==> src/rtl/neuron_grid_n.sv <==
// Serial time-domain neuron grid: one shared pulse generator drives N signed
// accumulators; results are shifted, saturated and optionally rectified on output.
module neuron_grid_n #(
  parameter int N     = 8,
  parameter int DW    = 8,
  parameter int AW    = 24,
  parameter int SHIFT = 0,
  parameter int RELU  = 1
) (
  input  logic            clk,
  input  logic            rst,
  input  logic            in_valid,
  output logic            in_ready,
  input  logic [DW-1:0]   din,
  input  logic [N*DW-1:0] win,
  input  logic [N*DW-1:0] bias,
  input  logic            last,
  output logic            tac_out,
  output logic            out_valid,
  input  logic            out_ready,
  output logic [N*DW-1:0] dout
);

  typedef enum logic [1:0] {
    S_IDLE,
    S_RUN,
    S_OUT
  } state_t;

  state_t               state;
  logic [DW-1:0]        cnt;
  logic                 sx;
  logic                 last_r;
  logic                 first;
  logic [DW-1:0]        wmag [N];
  logic                 sw   [N];
  logic signed [AW-1:0] acc  [N];

  logic                 accept;
  logic [DW-1:0]        din_mag;
  logic [DW-1:0]        win_mag  [N];
  logic signed [AW-1:0] acc_next [N];
  logic [N*DW-1:0]      dout_next;

  // Adds +/-m to a, clamping at the AW-bit signed limits instead of wrapping.
  function automatic logic signed [AW-1:0] sat_add(input logic signed [AW-1:0] a,
                                                   input logic neg,
                                                   input logic [DW-1:0] m);
    logic signed [AW:0] d;
    logic signed [AW:0] s;
    d = signed'({{(AW+1-DW){1'b0}}, m});
    s = {a[AW-1], a} + (neg ? -d : d);
    if (s[AW] != s[AW-1])
      return s[AW] ? {1'b1, {(AW-1){1'b0}}} : {1'b0, {(AW-1){1'b1}}};
    return s[AW-1:0];
  endfunction

  // Scale, clamp to DW bits and rectify one accumulator.
  function automatic logic [DW-1:0] to_out(input logic signed [AW-1:0] a);
    logic signed [AW-1:0] y;
    y = a >>> SHIFT;
    if (RELU != 0 && y[AW-1])
      return '0;
    if (y[AW-1:DW-1] != {(AW-DW+1){y[AW-1]}})
      return y[AW-1] ? {1'b1, {(DW-1){1'b0}}} : {1'b0, {(DW-1){1'b1}}};
    return y[DW-1:0];
  endfunction

  assign accept  = in_valid && in_ready;
  assign din_mag = din[DW-1] ? (~din + 1'b1) : din;

  // NOTE: every always_comb output gets a default before any branch, so no latch is inferred.
  always_comb begin
    dout_next = '0;
    for (int i = 0; i < N; i++) begin
      win_mag[i]  = win[i*DW+DW-1] ? (~win[i*DW +: DW] + 1'b1) : win[i*DW +: DW];
      acc_next[i] = acc[i];
      if (state == S_IDLE && accept && first)
        acc_next[i] = {{(AW-DW){bias[i*DW+DW-1]}}, bias[i*DW +: DW]};
      else if (state == S_RUN)
        acc_next[i] = sat_add(acc[i], sx ^ sw[i], wmag[i]);
      dout_next[i*DW +: DW] = to_out(acc_next[i]);
    end
  end

  // NOTE: sequential state uses non-blocking assignments only; blocking is kept to combinational code.
  always_ff @(posedge clk) begin
    if (rst) begin
      state     <= S_IDLE;
      in_ready  <= 1'b1;
      out_valid <= 1'b0;
      tac_out   <= 1'b0;
      dout      <= '0;
      cnt       <= '0;
      sx        <= 1'b0;
      last_r    <= 1'b0;
      first     <= 1'b1;
      // NOTE: accumulators and operand registers are reset too, so an aborted inference leaves no residue.
      for (int i = 0; i < N; i++) begin
        acc[i]  <= '0;
        wmag[i] <= '0;
        sw[i]   <= 1'b0;
      end
    end else begin
      case (state)
        S_IDLE: begin
          if (accept) begin
            sx     <= din[DW-1];
            last_r <= last;
            first  <= 1'b0;
            for (int i = 0; i < N; i++) begin
              wmag[i] <= win_mag[i];
              sw[i]   <= win[i*DW+DW-1];
              acc[i]  <= acc_next[i];
            end
            if (din_mag != '0) begin
              state    <= S_RUN;
              cnt      <= din_mag;
              tac_out  <= 1'b1;
              in_ready <= 1'b0;
            end else if (last) begin
              state     <= S_OUT;
              out_valid <= 1'b1;
              in_ready  <= 1'b0;
              dout      <= dout_next;
            end
          end
        end
        S_RUN: begin
          for (int i = 0; i < N; i++)
            acc[i] <= acc_next[i];
          cnt <= cnt - 1'b1;
          if (cnt == DW'(1)) begin
            tac_out <= 1'b0;
            if (last_r) begin
              state     <= S_OUT;
              out_valid <= 1'b1;
              dout      <= dout_next;
            end else begin
              state    <= S_IDLE;
              in_ready <= 1'b1;
            end
          end
        end
        S_OUT: begin
          if (out_ready) begin
            state     <= S_IDLE;
            out_valid <= 1'b0;
            in_ready  <= 1'b1;
            first     <= 1'b1;
          end
        end
        default: begin
          state    <= S_IDLE;
          in_ready <= 1'b1;
        end
      endcase
    end
  end

endmodule

==> config.mk <==
export PLATFORM = sky130hd
export DESIGN_NAME = neuron_grid_n
export DESIGN_NICKNAME = d
export VERILOG_FILES = /design/src/rtl/neuron_grid_n.sv
export SDC_FILE = /design/constraint.sdc
export NUM_CORES = 1
export LEC_CHECK = 0
export ABC_CLOCK_PERIOD_IN_PS = 8500
export BUFFER_PORTS_ARGS = -buffer_cell sky130_fd_sc_hd__buf_2
export CORE_ASPECT_RATIO = 1.75
export CORE_MARGIN = 5
export CORE_UTILIZATION = 50
export CTS_CLUSTER_SIZE = 10
export DETAILED_ROUTE_END_ITERATION = 8
export PLACE_DENSITY_LB_ADDON = 0.05
export SYNTH_ARGS = -nofsm -noshare
export SYNTH_HDL_FRONTEND = slang
export SYNTH_SLANG_ARGS = --single-unit
==> constraint.sdc <==
create_clock -name clk -period 8.5 [get_ports clk]
set_clock_uncertainty 0.05 [all_clocks]
set_input_delay 2.125 -clock clk [delete_from_list [all_inputs] [get_ports clk]]
set_output_delay 2.125 -clock clk [all_outputs]
set_load 0.05 [all_outputs]
==> metrics.md, run 1 <==
| Metric | Value |
|---|---|
| Outcome | finished, final reports clean |
| Wire length of the first global-routing pass | 170000 um |
| Total design power | 11100 uW |
| Type of destination of the critical path | flip-flop |
| # Post-CTS Setup Buffers | 0 |
| Worst-margin pin slew | 1150 ps |
| Worst min-delay path startpoint | dout[7]$_SDFFE_PP0P_ |
| DRT antenna net count | 0 |
| Number of nets at the end of the flow | 4244 |
| Startpoint of the most critical register-to-register path | wmag[1][16]$_SDFFCE_PP0P_ |
| Worst-case hold path end point | dout[7]$_SDFFE_PP0P_ |
| Relative contribution of combinational cells to total power | 61.4% |
| Nets in the synthesized netlist | 4121 |
| Number of slew-limit violations in the final report | 0 |
| Vias in the first global route | 30724 |
| Sum of net half-perimeters after detailed placement | 84100 um |
| Sw power | 5470 uW |
| Sum of negative setup slack | 0 ps |
| Clock insertion delay at the later pin of the skew report | 600 ps |
| Flop2flop setup slack | 780 ps |
| Placement Rows | 121 |
| Layout cell share with drive strength beyond 1 | 10.4% |
| Number of vias per cell after detailed routing | 6.49 |
| Clock Pin Slew Worst Setup and Hold Paths | 60 ps |
| Total wirelength of the detailed-routed design | 112000 um |
| Number of optimization iterations in the first detailed-route pass | 6 |
| Total clock sinks | 344 |
| Vias post-DR | 30602 |
| Worst r2r dst | dout[48]$_SDFFE_PP0P_ |
| Clock Root Buffer | clkbuf_16 |
| Startpoint type of the worst setup path | flip-flop |
| Lkg Pwr | 0.0144 uW |
| Total of flip-flops plus latches after synthesis | 344 |
| Placeable core region | 62200 sq um |
| Effective utilization at floorplan | 50.4% |
| Final period util | 90.9% |
| Worst vdd rail ir drop | 0.000240 V |
| Depth of the worst register-to-register path | 27 |
| Worst Setup SP | wmag[1][16]$_SDFFCE_PP0P_ |
| Slew margin rel. | 23.1% |
| Starting DRC count in detailed routing | 2092 |
| Largest fanout on the critical path | 17 |
| Async SR Flop Fraction | 0% |
| Worst endpoint data arrival time | 8110 ps |
| Number of antenna violations at the first check in global routing | 8 |
| Die Area | 68000 sq um |
| Die height | 341 um |
| Setup repair after global routing missed its margin | no |
| TritonCTS clock tree | yes |
| Sequential group share of total power | 23.1% |
| Top flip-flop cell by instance count after synthesis | edfxtp_1 |
| Total routing usage reported by global routing | 31.5% |
| Final setup violation count | 0 |
| Worst endpoint required time | 8890 ps |
| Total congestion overflow | 0 |
| Share of total power consumed by net switching | 49.3% |
| Hold Path Cell Cnt | 1 |
| Cell internal power dissipation | 5620 uW |
| Cells after Synth | 3755 |
| Number of max-cap violations | 0 |
| Number of hold-slack violations in the final timing report | 0 |
| Max Clock Freq | 129 MHz |
| Max Root-Sink Buffers | 3 |
| Classification of the worst-slack hold path | flip-flop to flip-flop |
| Io pins | 208 |
| Synthesized area per cell | 8.35 sq um |
| Weighted congestion at the end of routability-driven global placement | 0.993 |
| Number of buffers created by CTS | 42 |
| Maximum number of pins on one net before global-route repair | 136 |
| Power density over cell area | 323 nW/um^2 |
| Number of flops mapped to enable cells by yosys | 264 |
| Register area share after synthesis | 30.4% |
| Synthesized area | 31300 sq um |
| Standard cell area after detailed placement | 33100 sq um |
| Post-layout instance area | 34300 sq um |
| Overall die width | 199 um |
| Count of different cell masters after synthesis | 109 |
| Number of instances resized during post-cts repair | 0 |
| Average detailed-routed wire length per instance | 23.7 um |
| Critical path class | flip-flop to flip-flop |
| IO buf count | 207 |
| Count of hold buffers inserted by post-cts repair | 0 |
| Syn. warnings | 0 |
| Share of power burned in the clock network | 15.5% |
| Remaining routing DRC violations | 0 |
| Crit path time final | 7720 ps |
| H-tree depth reported by CTS | 2 |
| Signed area change from the synthesized netlist to the final layout | 9.47% |
[kinds of logic (layout without fill, tap and decap cells)]
group	Yosys count	count (layout)	share of synthesized area (%)
and+or+nand+nor	1300	1300	19.7
adders and majority gates	258	258	10.2
AOI/OAI and AO/OA	1263	1263	27.4
xor gates and xnor gates	252	252	7.11
muxes	30	30	1.02
buffers and inverters	308	463	4.14
DFF	344	344	30.4
other	0	5	0
[stage by stage]
step / utilization (%) / setup WS, ps / instances / hold WS, ps
final: 55.1 / 775 / 4714 / 400
after global placement: 53.1 / 1140 / 4633 / 386
after CTS: 55.1 / 844 / 4709 / 407
after detailed placement: 53.1 / 863 / 4633 / 390
after global routing: 55.1 / 80.2 / 4709 / 414
after floorplan: - / 1880 / 3755 / 395
[synth_stat cells (17+ instances only)]
cell type  instances  area share, %
a211oi_1          66            1.6
nand2_1          267            3.2
nand2b_1          38           0.76
a21oi_1          288            4.6
xnor2_1          138            3.9
inv_1            132            1.6
nand3_1           64            1.0
or3_1             37           0.74
maj3_1            31           0.99
o221ai_1          21           0.59
a211o_1           21           0.59
a31oi_1           58            1.2
o22ai_1           26           0.52
and3_1            37           0.74
a21o_1           101            2.4
dfxtp_1           80            5.1
nor2_1           492            5.9
nor3_1           107            1.7
and2_1            63            1.3
xor2_1           111            3.1
edfxtp_1         264             25
a221oi_1          30           0.84
o21a_1            52            1.2
nand4_1           27           0.54
o31ai_1           48            1.1
nor2b_1           40           0.80
or2_2             20           0.40
mux2i_1           17           0.54
o21ai_0          242            3.9
ha_1             217            8.7
a311oi_1          21           0.59
nor4_1            33           0.66
o211ai_1          63            1.5
clkbuf_1         133            1.6
[placed cells by master (no fill, tap or decap), types with 37 or more instances in the layout]
master	count
a211oi_1	66
a21o_1	101
a21oi_1	287
a31oi_1	58
and2_1	62
and3_1	37
buf_2	206
buf_4	42
clkbuf_16	42
dfxtp_1	79
edfxtp_1	264
ha_1	217
inv_1	132
nand2_1	264
nand2b_1	37
nand3_1	64
nor2_1	491
nor2b_1	39
nor3_1	106
o211ai_1	63
o21a_1	52
o21ai_0	242
o31ai_1	48
xnor2_1	138
xor2_1	111
[metal layers]
metal  global-route usage (%)  wire length [um]  vias up
met1                     33.3             39700    14587
met2                     57.4             57100     1214
met5                        0                21        -
met3                     5.26              6750      386
li1                         -                 -    14411
met4                     19.4              8000        4
[sequential cells by signal, summed over array words and instances, names as in the netlist]
register   count
dout          64
acc          192
sx             1
in_ready       1
sw             8
state          2
wmag          64
cnt            8
last_r         1
tac_out        1
first          1
out_valid      1
[worst max path at each step]
stage,to,slack [ps],depth (start not counted)
finish,dout[48]$_SDFFE_PP0P_,780,27
CTS,dout[32]$_SDFFE_PP0P_,840,25
global route,dout[33]$_SDFFE_PP0P_,80,26
global placement,dout[36]$_SDFFE_PP0P_,1140,25
detailed placement,dout[36]$_SDFFE_PP0P_,860,25
floorplan,dout[51]$_SDFFE_PP0P_,1880,27
[power groups by stage]
stage	Combinational, uW	Sequential (uW)	Clock, uW
after floorplan	4890	2430	0
after global placement	6550	2580	0
after detailed placement	6630	2580	0
after CTS	6680	2550	1750
after global routing	7380	2580	1820
final	6800	2560	1720
[worst max-delay path, cell delays in order (launching register included)]
cell and delay, ps:
edfxtp_1 450, inv_1 100, ha_1 200, nor4b_1 590, a21oi_1 190, xor2_1 180, ha_1 370, a21oi_1 260
nand3_1 130, a22oi_1 510, o31ai_1 180, a221o_1 340, a2111oi_1 620, nor4b_1 120, o21ai_0 170, nand2b_1 80
xor2_1 160, ha_1 370, buf_4 230, nand3_1 130, o21ai_0 100, a211oi_1 580, a21oi_1 160, nor3_1 360
nand4_1 140, or3_1 380, a31oi_4 290, a221oi_1 140
[final cells by class]
type / count / area (sq um)
Sequential cell: 344 / 9530
Clock buffer: 71 / 1210
Antenna cell: 5 / 12.5
Multi-Input combinational cell: 3103 / 20600
Fill cell: 5923 / 27900
Inverter: 136 / 513
Timing Repair Buffer: 251 / 1410
Clock inverter: 5 / 36.3
Tap cell: 799 / 1000
(Power assumes the default switching activity.)
==> inputs of run 2 (changes only) <==
--- a/config.mk
+++ b/config.mk
@@ -5,13 +5,14 @@
 export SDC_FILE = /design/constraint.sdc
 export NUM_CORES = 1
 export LEC_CHECK = 0
-export ABC_CLOCK_PERIOD_IN_PS = 8500
+export ABC_CLOCK_PERIOD_IN_PS = 9100
 export BUFFER_PORTS_ARGS = -buffer_cell sky130_fd_sc_hd__buf_2
 export CORE_ASPECT_RATIO = 1.75
 export CORE_MARGIN = 5
 export CORE_UTILIZATION = 50
 export CTS_CLUSTER_SIZE = 10
 export DETAILED_ROUTE_END_ITERATION = 8
+export GPL_ROUTABILITY_DRIVEN = 0
 export PLACE_DENSITY_LB_ADDON = 0.05
 export SYNTH_ARGS = -nofsm -noshare
 export SYNTH_HDL_FRONTEND = slang
==> constraint.sdc (replaced) <==
create_clock -name clk -period 9.1 [get_ports clk]
set_clock_uncertainty 0.05 [all_clocks]
set_input_delay 2.275 -clock clk [delete_from_list [all_inputs] [get_ports clk]]
set_output_delay 2.275 -clock clk [all_outputs]
set_load 0.05 [all_outputs]
==> run 2 against run 1 <==
The flow now finishes with violations (DRC); critical endpoint is now dout[36]$_SDFFE_PP0P_; core utilization fell by 0.074 points; non-clock buffer count fell by 4; maximum frequency fell by 4.6%; first-iteration DRC count rose by 7.5%; clock power fell by 6%; routed wire length fell by 1.4%; flip-flop and latch count did not move; cell count barely moved; critical path depth did not move; combinational power fell by 7.6%; worst setup slack improved by 230 ps.
==> metrics.md, run 2 (synthesized netlist as in run 1, its figures left out) <==
| Metric | Value |
|---|---|
| Critical path depth | 27 (unchanged) |
| Slew margin rel. | 18.9% (-4.2 points) |
| Violated checks | DRC |
| M1 GR Usage | 32.9% (-0.42 points) |
| GRT Max-Usage Layer | met2 |
| Number of antenna violations at the first check in global routing | 9 (+1) |
| GR Util met3 | 5.12% (-0.14 points) |
| Worst path top cell family by delay | compound AO/OA/AOI/OAI gates |
| Effective utilization at floorplan | 50.4% (unchanged) |
| Total clock sinks | 344 (unchanged) |
| Last element of the critical path | dout[36]$_SDFFE_PP0P_ |
| Average detailed-routed wire length per instance | 23.3 um (-1.4%) |
| Vias in the first global route | 30846 (+0.40%) |
| DRT antenna net count | 0 (unchanged) |
| Standard cell area after detailed placement | 33000 sq um (-0.20%) |
| Vias post-DR | 30954 (+1.2%) |
| Depth of the worst register-to-register path | 27 (unchanged) |
| Clock insertion delay at the later pin of the skew report | 620 ps (+20 ps) |
| Largest Register | acc |
| Type of destination of the critical path | flip-flop |
| Number of max-cap violations | 0 (unchanged) |
| Power density over cell area | 300 nW/um^2 (-7.2%) |
| Placement Rows | 121 (unchanged) |
| Global Route met2 Usage | 55.7% (-1.7 points) |
| Count of hold buffers inserted by post-cts repair | 0 (unchanged) |
| Bufs and invs on worst path | 1 (-1) |
| Io pins | 208 (unchanged) |
| Signed area change from the synthesized netlist to the final layout | 9.32% |
| Worst-margin pin slew | 1220 ps (+62.3 ps) |
| Worst r2r dst | dout[36]$_SDFFE_PP0P_ |
| Outcome | complete, but fails checks |
| Number of flip-flops under the largest register name | 192 (unchanged) |
| Post-layout instance area | 34300 sq um (-0.13%) |
| Number of nets at the end of the flow | 4240 (-0.094%) |
| Maximum number of pins on one net before global-route repair | 73 (-46%) |
| Flop2flop setup slack | 1000 ps (+230 ps) |
| Highest-count cells in the layout ignoring fill and taps | nor2_1, a21oi_1, nand2_1, edfxtp_1, o21ai_0 |
| Remaining routing DRC violations | 1 (+1) |
| Final period util | 89.0% (-1.9 points) |
| TritonCTS clock tree | yes |
| Overall die width | 199 um (unchanged) |
| Worst Setup SP | sx$_SDFFE_PP0P_ |
| Startpoint of the most critical register-to-register path | sx$_SDFFE_PP0P_ |
| Worst endpoint data arrival time | 8520 ps (+410 ps) |
| Starting DRC count in detailed routing | 2248 (+7.5%) |
| Wire length of the first global-routing pass | 168000 um (-1.4%) |
| Total routing usage reported by global routing | 30.9% (-0.60 points) |
| FF+latch area | 9530 sq um (unchanged) |
| Worst endpoint required time | 9530 ps (+640 ps) |
| Hold Path Cell Cnt | 1 (unchanged) |
| Filler Cells Inserted | 5754 (-2.9%) |
| IO buf count | 207 (unchanged) |
| Die height | 341 um (unchanged) |
| Clock Pin Slew Worst Setup and Hold Paths | 60 ps (about the same) |
| Classification of the worst-slack hold path | flip-flop to flip-flop |
| Worst vdd rail ir drop | 0.000209 V (-13%) |
| Number of slew-limit violations in the final report | 0 (unchanged) |
| Critical path class | flip-flop to flip-flop |
| Regs by FF count | acc x192, dout x64, wmag x64 |
| Number of instances resized during post-cts repair | 0 (unchanged) |
| Startpoint type of the worst setup path | flip-flop |
| Number of buffers created by CTS | 42 (unchanged) |
| Clock Root Buffer | clkbuf_16 |
| Total wirelength of the detailed-routed design | 110000 um (-1.4%) |
| Sum of net half-perimeters after detailed placement | 83300 um (-0.85%) |
| Max Clock Freq | 124 MHz (-4.6%) |
| H-tree depth reported by CTS | 2 (unchanged) |
| Final setup violation count | 0 (unchanged) |
| # Post-CTS Setup Buffers | 0 (unchanged) |
| Sum of negative setup slack | 0 ps (unchanged) |
| Die Area | 68000 sq um (unchanged) |
| Delay contributed by the slowest stage of the critical path | 820 ps (+200 ps) |
| Lkg Pwr | 0.0143 uW (-0.19%) |
| Total congestion overflow | 0 (unchanged) |
| Number of hold-slack violations in the final timing report | 0 (unchanged) |
| Footprint of the multi-input gates | 20600 sq um (unchanged) |
| Layout cell share with drive strength beyond 1 | 10.3% (-0.069 points) |
| Placeable core region | 62200 sq um (unchanged) |
| Largest fanout on the critical path | 25 (+8) |
| Crit path time final | 8100 ps (+372 ps) |
| Setup repair after global routing missed its margin | no |
| Slowest stage cell on the critical path | ha_1 |
| Max Root-Sink Buffers | 3 (unchanged) |
| Most frequent cell on the critical path | o21ai_0 |
| Commonest non-fill, non-tap cell in the layout | nor2_1 |
| Number of optimization iterations in the first detailed-route pass | 9 (+3) |
| Number of vias per cell after detailed routing | 6.57 (+1.2%) |
## run 2: changes by cell type in the layout (fill, tap and decap cells not counted)
cell | previous run | this run
diode_2 | 5 | 7
inv_6 | 0 | 2
inv_4 | 1 | 2
buf_4 | 42 | 41
buf_12 | 3 | 0
clkinvlp_4 | 0 | 1
clkinv_2 | 4 | 1
## run 2: layer usage
metal / up-vias / share of wire [%]
li1: 14427 / -
met1: 14715 / 35
met2: 1340 / 51
met3: 460 / 6.8
met4: 12 / 7.3
met5: - / 0.074
## run 2: stage by stage
stage | power (uW) | util, % | setup slack [ps] | cells | hold slack [ps]
final | 10300 | 55.1 | 1000 | 4713 | 400
after global routing | 10900 | 55.0 | 378 | 4706 | 417
after CTS | 10200 | 55.0 | 1110 | 4706 | 407
after detailed placement | 8500 | 53.0 | 1130 | 4629 | 390
after global placement | 8410 | 53.0 | 1370 | 4629 | 387
after floorplan | 6840 | - | 2480 | 3755 | 395
## run 2: report_power, final
| part | total [uW] | internal (uW) | switching (uW) |
|---|---|---|---|
| sequential | 2380 | 2070 | 313 |
| clock | 1620 | 905 | 713 |
| combinational | 6280 | 2240 | 4040 |
| total | 10300 | 5220 | 5060 |
## run 2: how the worst min path moves through the flow
stage | startpoint | endpoint | slack (ps)
4_1_cts | dout[23]$_SDFFE_PP0P_ | dout[23]$_SDFFE_PP0P_ | 410
3_5_place_dp | dout[63]$_SDFFE_PP0P_ | dout[63]$_SDFFE_PP0P_ | 390
3_3_place_gp | dout[63]$_SDFFE_PP0P_ | dout[63]$_SDFFE_PP0P_ | 390
2_1_floorplan | cnt[7]$_SDFFE_PP0P_ | cnt[7]$_SDFFE_PP0P_ | 390
5_1_grt | dout[55]$_SDFFE_PP0P_ | dout[55]$_SDFFE_PP0P_ | 420
6_report | dout[55]$_SDFFE_PP0P_ | dout[55]$_SDFFE_PP0P_ | 400
## run 2: cell type report
class / instances / area share, %
Inverter: 136 / 1.50
Tap cell: 799 / 2.92
Multi-Input combinational cell: 3103 / 60.1
Clock buffer: 71 / 3.53
Clock inverter: 6 / 0.153
Timing Repair Buffer: 247 / 3.91
Sequential cell: 344 / 27.8
Antenna cell: 7 / 0.0511
